===== src/rtl/mac_pkg.sv =====
// Shared constants and overflow-mode type for the pipelined MAC.
package mac_pkg;
  localparam int DEF_WIDTH       = 14;
  localparam int DEF_ACC_WIDTH   = 28;
  localparam int DEF_PIPE_STAGES = 4;

  typedef enum logic {
    WRAP = 1'b0,
    SAT  = 1'b1
  } ovf_mode_e;
endpackage


===== src/rtl/pipe_mult.sv =====
// Signed multiplier: one operand register then PIPE_STAGES product registers,
// with valid/clear sideband bits travelling alongside; never stalls.
module pipe_mult
  import mac_pkg::*;
#(
  parameter int WIDTH       = DEF_WIDTH,
  parameter int PIPE_STAGES = DEF_PIPE_STAGES
) (
  input  logic                      clk,
  input  logic                      reset,
  input  logic signed [WIDTH-1:0]   a,
  input  logic signed [WIDTH-1:0]   b,
  input  logic                      valid_in,
  input  logic                      clear_in,
  output logic signed [2*WIDTH-1:0] p,
  output logic                      valid_out,
  output logic                      clear_out
);
  localparam int PW = 2 * WIDTH;

  logic signed [WIDTH-1:0] a_q, a_d, b_q, b_d;
  logic                    in_vld_q, in_vld_d, in_clr_q, in_clr_d;
  logic signed [PW-1:0]    prod_q [PIPE_STAGES];
  logic signed [PW-1:0]    prod_d [PIPE_STAGES];
  logic [PIPE_STAGES-1:0]  vld_q, vld_d, clr_q, clr_d;

  always_comb begin
    a_d      = a;
    b_d      = b;
    in_vld_d = valid_in;
    // a clear without valid must never reach the accumulator
    in_clr_d = valid_in & clear_in;
    prod_d[0] = PW'(a_q) * PW'(b_q);
    vld_d[0]  = in_vld_q;
    clr_d[0]  = in_clr_q;
    for (int i = 1; i < PIPE_STAGES; i++) begin
      prod_d[i] = prod_q[i-1];
      vld_d[i]  = vld_q[i-1];
      clr_d[i]  = clr_q[i-1];
    end
  end

  always_ff @(posedge clk or posedge reset) begin
    if (reset) begin
      a_q      <= '0;
      b_q      <= '0;
      in_vld_q <= 1'b0;
      in_clr_q <= 1'b0;
      vld_q    <= '0;
      clr_q    <= '0;
      for (int i = 0; i < PIPE_STAGES; i++) prod_q[i] <= '0;
    end else begin
      a_q      <= a_d;
      b_q      <= b_d;
      in_vld_q <= in_vld_d;
      in_clr_q <= in_clr_d;
      vld_q    <= vld_d;
      clr_q    <= clr_d;
      for (int i = 0; i < PIPE_STAGES; i++) prod_q[i] <= prod_d[i];
    end
  end

  assign p         = prod_q[PIPE_STAGES-1];
  assign valid_out = vld_q[PIPE_STAGES-1];
  assign clear_out = clr_q[PIPE_STAGES-1];
endmodule


===== src/rtl/param_pipe_mac.sv =====
// Pipelined signed multiply-accumulate, latency PIPE_STAGES+1, full throughput,
// wrap or clamp on overflow with a sticky overflow flag cleared by a clear sample.
module param_pipe_mac
  import mac_pkg::*;
#(
  parameter int WIDTH       = DEF_WIDTH,
  parameter int ACC_WIDTH   = DEF_ACC_WIDTH,
  parameter int PIPE_STAGES = DEF_PIPE_STAGES,
  parameter int SATURATE    = 0
) (
  input  logic                        clk,
  input  logic                        reset,
  input  logic signed [WIDTH-1:0]     a,
  input  logic signed [WIDTH-1:0]     b,
  input  logic                        valid_in,
  input  logic                        clear_in,
  output logic signed [ACC_WIDTH-1:0] f,
  output logic                        valid_out,
  output logic                        overflow
);
  localparam int        AW1  = ACC_WIDTH + 1;
  localparam ovf_mode_e MODE = (SATURATE != 0) ? SAT : WRAP;

  if (ACC_WIDTH < 2 * WIDTH) begin : g_bad_acc_width
    $error("param_pipe_mac: ACC_WIDTH must be >= 2*WIDTH");
  end
  if (PIPE_STAGES < 1 || PIPE_STAGES > 8) begin : g_bad_pipe_stages
    $error("param_pipe_mac: PIPE_STAGES must be in 1..8");
  end

  logic signed [2*WIDTH-1:0]   prod;
  logic                        ret_vld, ret_clr;
  logic signed [ACC_WIDTH-1:0] f_q, f_d;
  logic                        vo_q, vo_d, ovf_q, ovf_d;
  logic signed [ACC_WIDTH:0]   sum;
  logic                        sum_ovf;

  pipe_mult #(
    .WIDTH       (WIDTH),
    .PIPE_STAGES (PIPE_STAGES)
  ) u_pipe_mult (
    .clk       (clk),
    .reset     (reset),
    .a         (a),
    .b         (b),
    .valid_in  (valid_in),
    .clear_in  (clear_in),
    .p         (prod),
    .valid_out (ret_vld),
    .clear_out (ret_clr)
  );

  always_comb begin
    f_d     = f_q;
    vo_d    = ret_vld;
    ovf_d   = ovf_q;
    sum     = '0;
    sum_ovf = 1'b0;
    if (ret_vld) begin
      sum     = ret_clr ? AW1'(prod) : AW1'(f_q) + AW1'(prod);
      // top two bits disagree when the sum does not fit in ACC_WIDTH bits
      sum_ovf = sum[ACC_WIDTH] ^ sum[ACC_WIDTH-1];
      if (sum_ovf && MODE == SAT) begin
        f_d = sum[ACC_WIDTH] ? {1'b1, {(ACC_WIDTH-1){1'b0}}}
                             : {1'b0, {(ACC_WIDTH-1){1'b1}}};
      end else begin
        f_d = sum[ACC_WIDTH-1:0];
      end
      ovf_d = (ret_clr ? 1'b0 : ovf_q) | sum_ovf;
    end
  end

  always_ff @(posedge clk or posedge reset) begin
    if (reset) begin
      f_q   <= '0;
      vo_q  <= 1'b0;
      ovf_q <= 1'b0;
    end else begin
      f_q   <= f_d;
      vo_q  <= vo_d;
      ovf_q <= ovf_d;
    end
  end

  assign f         = f_q;
  assign valid_out = vo_q;
  assign overflow  = ovf_q;
endmodule


===== config.mk =====
export PLATFORM = sky130hd
export DESIGN_NAME = param_pipe_mac
export DESIGN_NICKNAME = d
export VERILOG_FILES = /design/src/rtl/mac_pkg.sv /design/src/rtl/pipe_mult.sv /design/src/rtl/param_pipe_mac.sv
export SDC_FILE = /design/constraint.sdc
export NUM_CORES = 1
export LEC_CHECK = 0
export CAP_MARGIN = 20
export CORE_MARGIN = 3
export CORE_UTILIZATION = 62
export CTS_CLUSTER_SIZE = 14
export DETAILED_ROUTE_END_ITERATION = 8
export GPL_TIMING_DRIVEN = 0
export PLACE_DENSITY_LB_ADDON = 0.3
export SYNTH_ARGS = -nofsm -noshare
export SYNTH_HDL_FRONTEND = slang
export SYNTH_SLANG_ARGS = --single-unit

===== constraint.sdc =====
create_clock -name clk -period 7 [get_ports clk]
set_input_delay 1.4 -clock clk [delete_from_list [all_inputs] [get_ports clk]]
set_output_delay 1.4 -clock clk [all_outputs]
set_load 0.01 [all_outputs]

== Word level (Yosys, flattened, before mapping) ==
Index checks and enable logic that the tools add are counted.
Storage, ports and cells
  register bits after elaboration: 180
  word-level logic and storage cells: 20
  memories: 0
  memory bits (writable): 0
  memory bits (read-only): 0
  input port bits: 32
  bits in latches: 0
  output and inout bits: 30
Operators by class
  equality and inequality tests: 0
  shift operators: 0
  mux-type cells: 2
  divide/modulo/power cells: 0
  bitwise gates (word level): 3
  reductions and logical operators: 0
  magnitude comparators: 0
  $add $sub $neg: 1
  $mul: 1
Operators with widths (number)
  adder 28 x 28 -> 29 bit: 1
  two-way mux 29 bit: 1
  multiplier 14 x 14 -> 28 bit: 1
  bitwise AND 1 bit: 1
  two-way mux 1 bit: 1
  bitwise OR 1 bit: 1
  XOR 1 bit: 1

== Longest topological paths before layout ==
Gate-level depths: netlist of the first run.
  depth after elaboration: 4
  gate-level depth with buffers: 24
  gate-level depth less buffers: 23

== Hierarchy ==
Synthesis of the first run repeated with hierarchy kept, for this count alone.
Second synthesis, totals
  cells, all modules: 1328
  area, all modules: 14231.1 µm²
Modules (own cells, without submodules)
  pipe_mult: cells an instance 990, area an instance 11344.6 µm², instances 1
  param_pipe_mac: cells an instance 338, area an instance 2886.5 µm², instances 1

== Least setup slack after synthesis of the first run ==
No wires, ideal clock.
  path type: reg-to-reg
  start: register u_pipe_mult.a_q[13]
  end: register u_pipe_mult.prod_q, in the netlist u_pipe_mult.prod_d[81]
  stages on the path, launching flop included: 23
  period minus slack after synthesis: 6.092 ns
  arrival: 6.023 ns
  setup slack: 0.908 ns
  data required time: 6.931 ns
  library setup time: 0.069 ns
  cells stage by stage: dfrtp_1 clkbuf_1 nand2_1 inv_1 fa_1 fa_1 inv_1 fa_1 inv_1 fa_1 fa_1 inv_1 fa_1 inv_1 ha_1 a21o_1 a21oi_1 nor2b_1 o21ai_0 a21oi_1 a311o_1 or4_1 nand3_1
RTL lines
  start, declared: RTL line pipe_mult.sv:21  | logic signed [WIDTH-1:0] a_q, a_d, b_q, b_d;
  start signal, assigned: RTL line pipe_mult.sv:45  | a_q <= '0;
  start signal, assigned: RTL line pipe_mult.sv:53  | a_q <= a_d;
  end, declared: RTL line pipe_mult.sv:23  | logic signed [PW-1:0] prod_q [PIPE_STAGES];

==> metrics.txt, run 1 <==
# TYPE chip_impl_metric gauge
chip_impl_metric{name="route.vias.total",unit=""} 9520
chip_impl_info{name="timing.critical_path.to_type",value="flip-flop"} 1
chip_impl_metric{name="postSynth.asyncResetShare",unit="%"} 100
chip_impl_metric{name="max_freq",unit="MHz"} 149
chip_impl_metric{name="cts_htree_levels",unit=""} 4
chip_impl_metric{name="synthToLayoutAreaGrowth",unit="%"} 11.2
chip_impl_info{name="highest-signal-layer",value="met4"} 1
chip_impl_metric{name="crit_cells",unit=""} 23
chip_impl_metric{name="globalRouteTotalUtil",unit="%"} 26.5
chip_impl_metric{name="post-route-drc-count",unit=""} 0
chip_impl_info{name="yosys-top-cells-area",value="sky130_fd_sc_hd__dfrtp_1, sky130_fd_sc_hd__fa_1, sky130_fd_sc_hd__ha_1"} 1
chip_impl_metric{name="first_pass_iters",unit=""} 7
chip_impl_metric{name="grt_first_pass_wirelength",unit="um"} 51000
chip_impl_metric{name="synth.top_cell.area_share",unit="%"} 31.8
chip_impl_metric{name="postSynthRegisterBits",unit=""} 180
chip_impl_metric{name="met2_wire_len",unit="um"} 14800
chip_impl_metric{name="timing.critical_path.slowest_cell_delay",unit="ns"} 0.57
chip_impl_info{name="worst_setup_path_endpoint",value="u_pipe_mult.prod_d[80]$_DFF_PP0_"} 1
chip_impl_info{name="tritoncts",value="yes"} 1
chip_impl_metric{name="postSynthAreaPerCell",unit="um2"} 10.5
chip_impl_metric{name="coreArea",unit="um2"} 22200
chip_impl_metric{name="detailed_place_hpwl",unit="um"} 23800
chip_impl_metric{name="timing.critical_path.fanout_max",unit=""} 10
chip_impl_metric{name="cts-buffers-inserted",unit=""} 17
chip_impl_metric{name="final.min_clock_period",unit="ns"} 6.69
chip_impl_metric{name="io-pin-count",unit=""} 62
chip_impl_metric{name="syn-instance-count",unit=""} 1349
chip_impl_metric{name="detail_route.wl_per_cell",unit="um"} 17.4
chip_impl_info{name="result_of_the_run",value="completed"} 1
chip_impl_metric{name="reg2regPathDepth",unit=""} 23
chip_impl_metric{name="gpl.final_weighted_congestion",unit=""} 0.968
chip_impl_metric{name="die_width",unit="um"} 157
chip_impl_info{name="critPathLaunch",value="u_pipe_mult.a_q[5]$_DFF_PP0_"} 1
chip_impl_metric{name="maxCapViolCount",unit=""} 0
chip_impl_metric{name="crit_arrival",unit="ns"} 7.04
chip_impl_info{name="start_kind",value="flip-flop"} 1
chip_impl_metric{name="critical_path_required",unit="ns"} 7.35
chip_impl_metric{name="synth_fp_nets",unit=""} 1672
chip_impl_metric{name="antenna_found_initial",unit=""} 0
chip_impl_metric{name="initial_utilization",unit="%"} 64.0
chip_impl_metric{name="timing.final.setup_violations",unit=""} 0
chip_impl_metric{name="first_global_vias",unit=""} 10260
chip_impl_metric{name="fp.dieArea",unit="um2"} 24700
chip_impl_metric{name="layout-drive-gt1-share",unit="%"} 3.68
chip_impl_info{name="cp_cell_sequence",value="clkbuf_1, and2_1, fa_1, inv_1, fa_1, inv_1, fa_1, inv_1, fa_1, inv_1, fa_1, inv_1, fa_1, inv_1, ha_1, nor3_1, o221ai_1, a2111oi_2, o21ai_1, a221oi_1, o31ai_1, a21oi_1, xnor2_1"} 1
chip_impl_metric{name="avgViaCountPerCell",unit=""} 5.53
chip_impl_metric{name="rows",unit=""} 54
chip_impl_info{name="timing_worst_setup_path_type",value="reg2reg"} 1
chip_impl_info{name="rr_startpoint",value="u_pipe_mult.a_q[5]$_DFF_PP0_"} 1
chip_impl_metric{name="final_critical_path_setup_slack",unit="ns"} 0.309
chip_impl_metric{name="die_h",unit="um"} 157
chip_impl_metric{name="synth-edff-count",unit=""} 0
chip_impl_info{name="critical_path.top_delay_family",value="adder cells"} 1
chip_impl_metric{name="hold_viol_final",unit=""} 0
chip_impl_metric{name="ant_nets",unit=""} 0
chip_impl_metric{name="period_utilization_post_route",unit="%"} 95.6
chip_impl_metric{name="number_of_unique_standard_cell_types_used_by_synthesis",unit=""} 68
chip_impl_metric{name="number_of_drc_markers_after_the_initial_detailed_route_iteration",unit=""} 563
chip_impl_metric{name="port_buffers",unit=""} 61
chip_impl_metric{name="clkLatencyLatePin",unit="ns"} 0.44
chip_impl_metric{name="fillCellCount",unit=""} 1638
chip_impl_metric{name="ff2ff_setup_slack",unit="ns"} 0.31
chip_impl_metric{name="cp.buffers_inverters",unit=""} 7
chip_impl_metric{name="met1_length",unit="um"} 12500
chip_impl_info{name="ys.flop_type",value="sky130_fd_sc_hd__dfrtp_1"} 1
chip_impl_metric{name="clk_transition_reported_paths",unit="ns"} 0.07
chip_impl_metric{name="final_max_slew_viol_count",unit=""} 0
chip_impl_metric{name="syn-cell-area",unit="um2"} 14200
chip_impl_metric{name="fin_skew",unit="ns"} 0.0190
chip_impl_metric{name="pin_count_of_the_biggest_net_entering_global_routing",unit=""} 130
chip_impl_metric{name="routed-wl-met3",unit="um"} 1630
chip_impl_info{name="synth_top_cell_by_area",value="sky130_fd_sc_hd__dfrtp_1"} 1
chip_impl_metric{name="slew_headroom",unit="%"} 44.1
chip_impl_info{name="critPathSlowestCell",value="sky130_fd_sc_hd__a2111oi_2"} 1
chip_impl_info{name="root_buffer",value="sky130_fd_sc_hd__clkbuf_16"} 1
chip_impl_metric{name="portion_of_the_post_synthesis_area_used_by_sequential_elements",unit="%"} 31.8
chip_impl_metric{name="max_slew.worst_pin.slew",unit="ns"} 0.839
chip_impl_metric{name="clockBufferDepth",unit=""} 2
chip_impl_metric{name="drt-total-wl",unit="um"} 29900
chip_impl_metric{name="final_stage_net_count",unit=""} 1752
chip_impl_metric{name="cts_num_sinks",unit=""} 180
chip_impl_metric{name="grt_remaining_overflow",unit=""} 0
chip_impl_info{name="hold_path.class",value="reg2reg"} 1
chip_impl_info{name="timing.rr.end",value="u_pipe_mult.prod_d[80]$_DFF_PP0_"} 1
chip_impl_metric{name="synth-warning-count",unit=""} 0
chip_impl_metric{name="dp_slack",unit="ns"} 0.128
chip_impl_metric{name="antenna-diode-count",unit=""} 0
[area by class of cell]
type	count	area (um2)	area share, %
inverters	261	987	6.26
clock buffers	18	429	2.72
well taps	280	350	2.22
flip-flops and latches	180	4500	28.6
multi-input cells	866	8540	54.1
plain buffers	41	159	1.01
repair buffers	62	638	4.05
clock inverters	14	161	1.02
[layout by cell type, fill, tap and decap left out, types with 4 or more instances in the layout]
cell type,synthesis,final
sky130_fd_sc_hd__a211oi_1,6,6
sky130_fd_sc_hd__a21o_1,12,12
sky130_fd_sc_hd__a21oi_1,51,51
sky130_fd_sc_hd__a31oi_1,16,16
sky130_fd_sc_hd__and2_1,104,104
sky130_fd_sc_hd__and3_1,7,7
sky130_fd_sc_hd__clkbuf_1,40,37
sky130_fd_sc_hd__clkbuf_16,0,17
sky130_fd_sc_hd__clkdlybuf4s50_1,0,61
sky130_fd_sc_hd__dfrtp_1,180,180
sky130_fd_sc_hd__fa_1,196,195
sky130_fd_sc_hd__ha_1,95,95
sky130_fd_sc_hd__inv_1,260,259
sky130_fd_sc_hd__inv_6,0,4
sky130_fd_sc_hd__inv_8,0,4
sky130_fd_sc_hd__mux2i_1,7,7
sky130_fd_sc_hd__nand2_1,107,107
sky130_fd_sc_hd__nand2b_1,10,10
sky130_fd_sc_hd__nand3_1,12,12
sky130_fd_sc_hd__nor2_1,53,53
sky130_fd_sc_hd__nor2b_1,13,13
sky130_fd_sc_hd__nor3_1,9,9
sky130_fd_sc_hd__o21a_1,7,7
sky130_fd_sc_hd__o21ai_0,39,39
sky130_fd_sc_hd__o21bai_1,4,4
sky130_fd_sc_hd__o221ai_1,6,6
sky130_fd_sc_hd__or3_1,5,5
sky130_fd_sc_hd__xnor2_1,31,31
sky130_fd_sc_hd__xor2_1,16,16
[timing repair]
item                                   CTS  global route
endpoints found under the hold margin    0             0
hold buffers                             0             0
resized for setup                        0             7
setup endpoints to repair                0             5
buffers inserted                         0             0
[cell families after synthesis]
kind of cell | Yosys count | share of synthesized area, %
simple gates | 341 | 12.3
buf+inv | 303 | 8.04
fa+ha+maj | 291 | 36.1
compound gates | 180 | 8.45
flops | 180 | 31.8
xor+xnor | 47 | 2.90
mux | 7 | 0.494
[through the flow]
step	instances	TNS (ns)	util, %	hold slack (ns)	instance area [um2]
6_report	1722	0	71.1	0.339	15800
5_1_grt	1722	-0.0155	71.1	0.346	15800
4_1_cts	1723	0	71.1	0.338	15800
3_5_place_dp	1691	0	68.5	0.335	15200
3_3_place_gp	1690	-205.78	68.3	0.331	15100
2_1_floorplan	1349	0	-	0.331	14200
[how the worst min path moves through the flow]
| stage | cells after the start | from | to |
|---|---|---|---|
| after global routing | 0 | u_pipe_mult.prod_d[81]$_DFF_PP0_ | u_pipe_mult.prod_d[53]$_DFF_PP0_ |
| after detailed placement | 0 | u_pipe_mult.in_clr_q$_DFF_PP0_ | u_pipe_mult.clr_q[0]$_DFF_PP0_ |
| after global placement | 0 | u_pipe_mult.prod_d[77]$_DFF_PP0_ | u_pipe_mult.prod_d[49]$_DFF_PP0_ |
| after floorplan | 0 | u_pipe_mult.in_clr_q$_DFF_PP0_ | u_pipe_mult.clr_q[0]$_DFF_PP0_ |
| after CTS | 0 | u_pipe_mult.in_clr_q$_DFF_PP0_ | u_pipe_mult.clr_q[0]$_DFF_PP0_ |
| final | 0 | u_pipe_mult.in_clr_q$_DFF_PP0_ | u_pipe_mult.clr_q[0]$_DFF_PP0_ |
[synthesized netlist by cell type (13+ instances only)]
cell / count
sky130_fd_sc_hd__nand2_1: 107
sky130_fd_sc_hd__nor2b_1: 13
sky130_fd_sc_hd__xnor2_1: 31
sky130_fd_sc_hd__dfrtp_1: 180
sky130_fd_sc_hd__inv_1: 260
sky130_fd_sc_hd__fa_1: 196
sky130_fd_sc_hd__clkbuf_1: 40
sky130_fd_sc_hd__and2_1: 104
sky130_fd_sc_hd__o21ai_0: 39
sky130_fd_sc_hd__a21oi_1: 51
sky130_fd_sc_hd__xor2_1: 16
sky130_fd_sc_hd__a31oi_1: 16
sky130_fd_sc_hd__nor2_1: 53
sky130_fd_sc_hd__ha_1: 95
[state kept, by name (all words and copies together) (netlist names)]
signal,cells
u_pipe_mult.prod_d,84
f,28
u_pipe_mult.p,28
u_pipe_mult.a_q,14
u_pipe_mult.b_q,14
u_pipe_mult.clr_q,4
u_pipe_mult.vld_q,4
overflow,1
u_pipe_mult.in_clr_q,1
u_pipe_mult.in_vld_q,1
valid_out,1
[metal layers]
layer	up-vias	global-route usage, %
met5	-	0
met4	0	8.72
met2	316	45.1
met1	4740	35.0
li1	4392	-
met3	72	4.32
Power of run 1 is not shown: default switching activity piles up to over one toggle a cycle in this logic, so the estimate is an artifact.
==> run 2: changes to the inputs <==
TNS_END_PERCENT = 20   (was not set)
==> results of run 2 <==
No change in the layout: final DEF, timing and power equal those of run 1.
Power of run 2 is left out for the same reason.
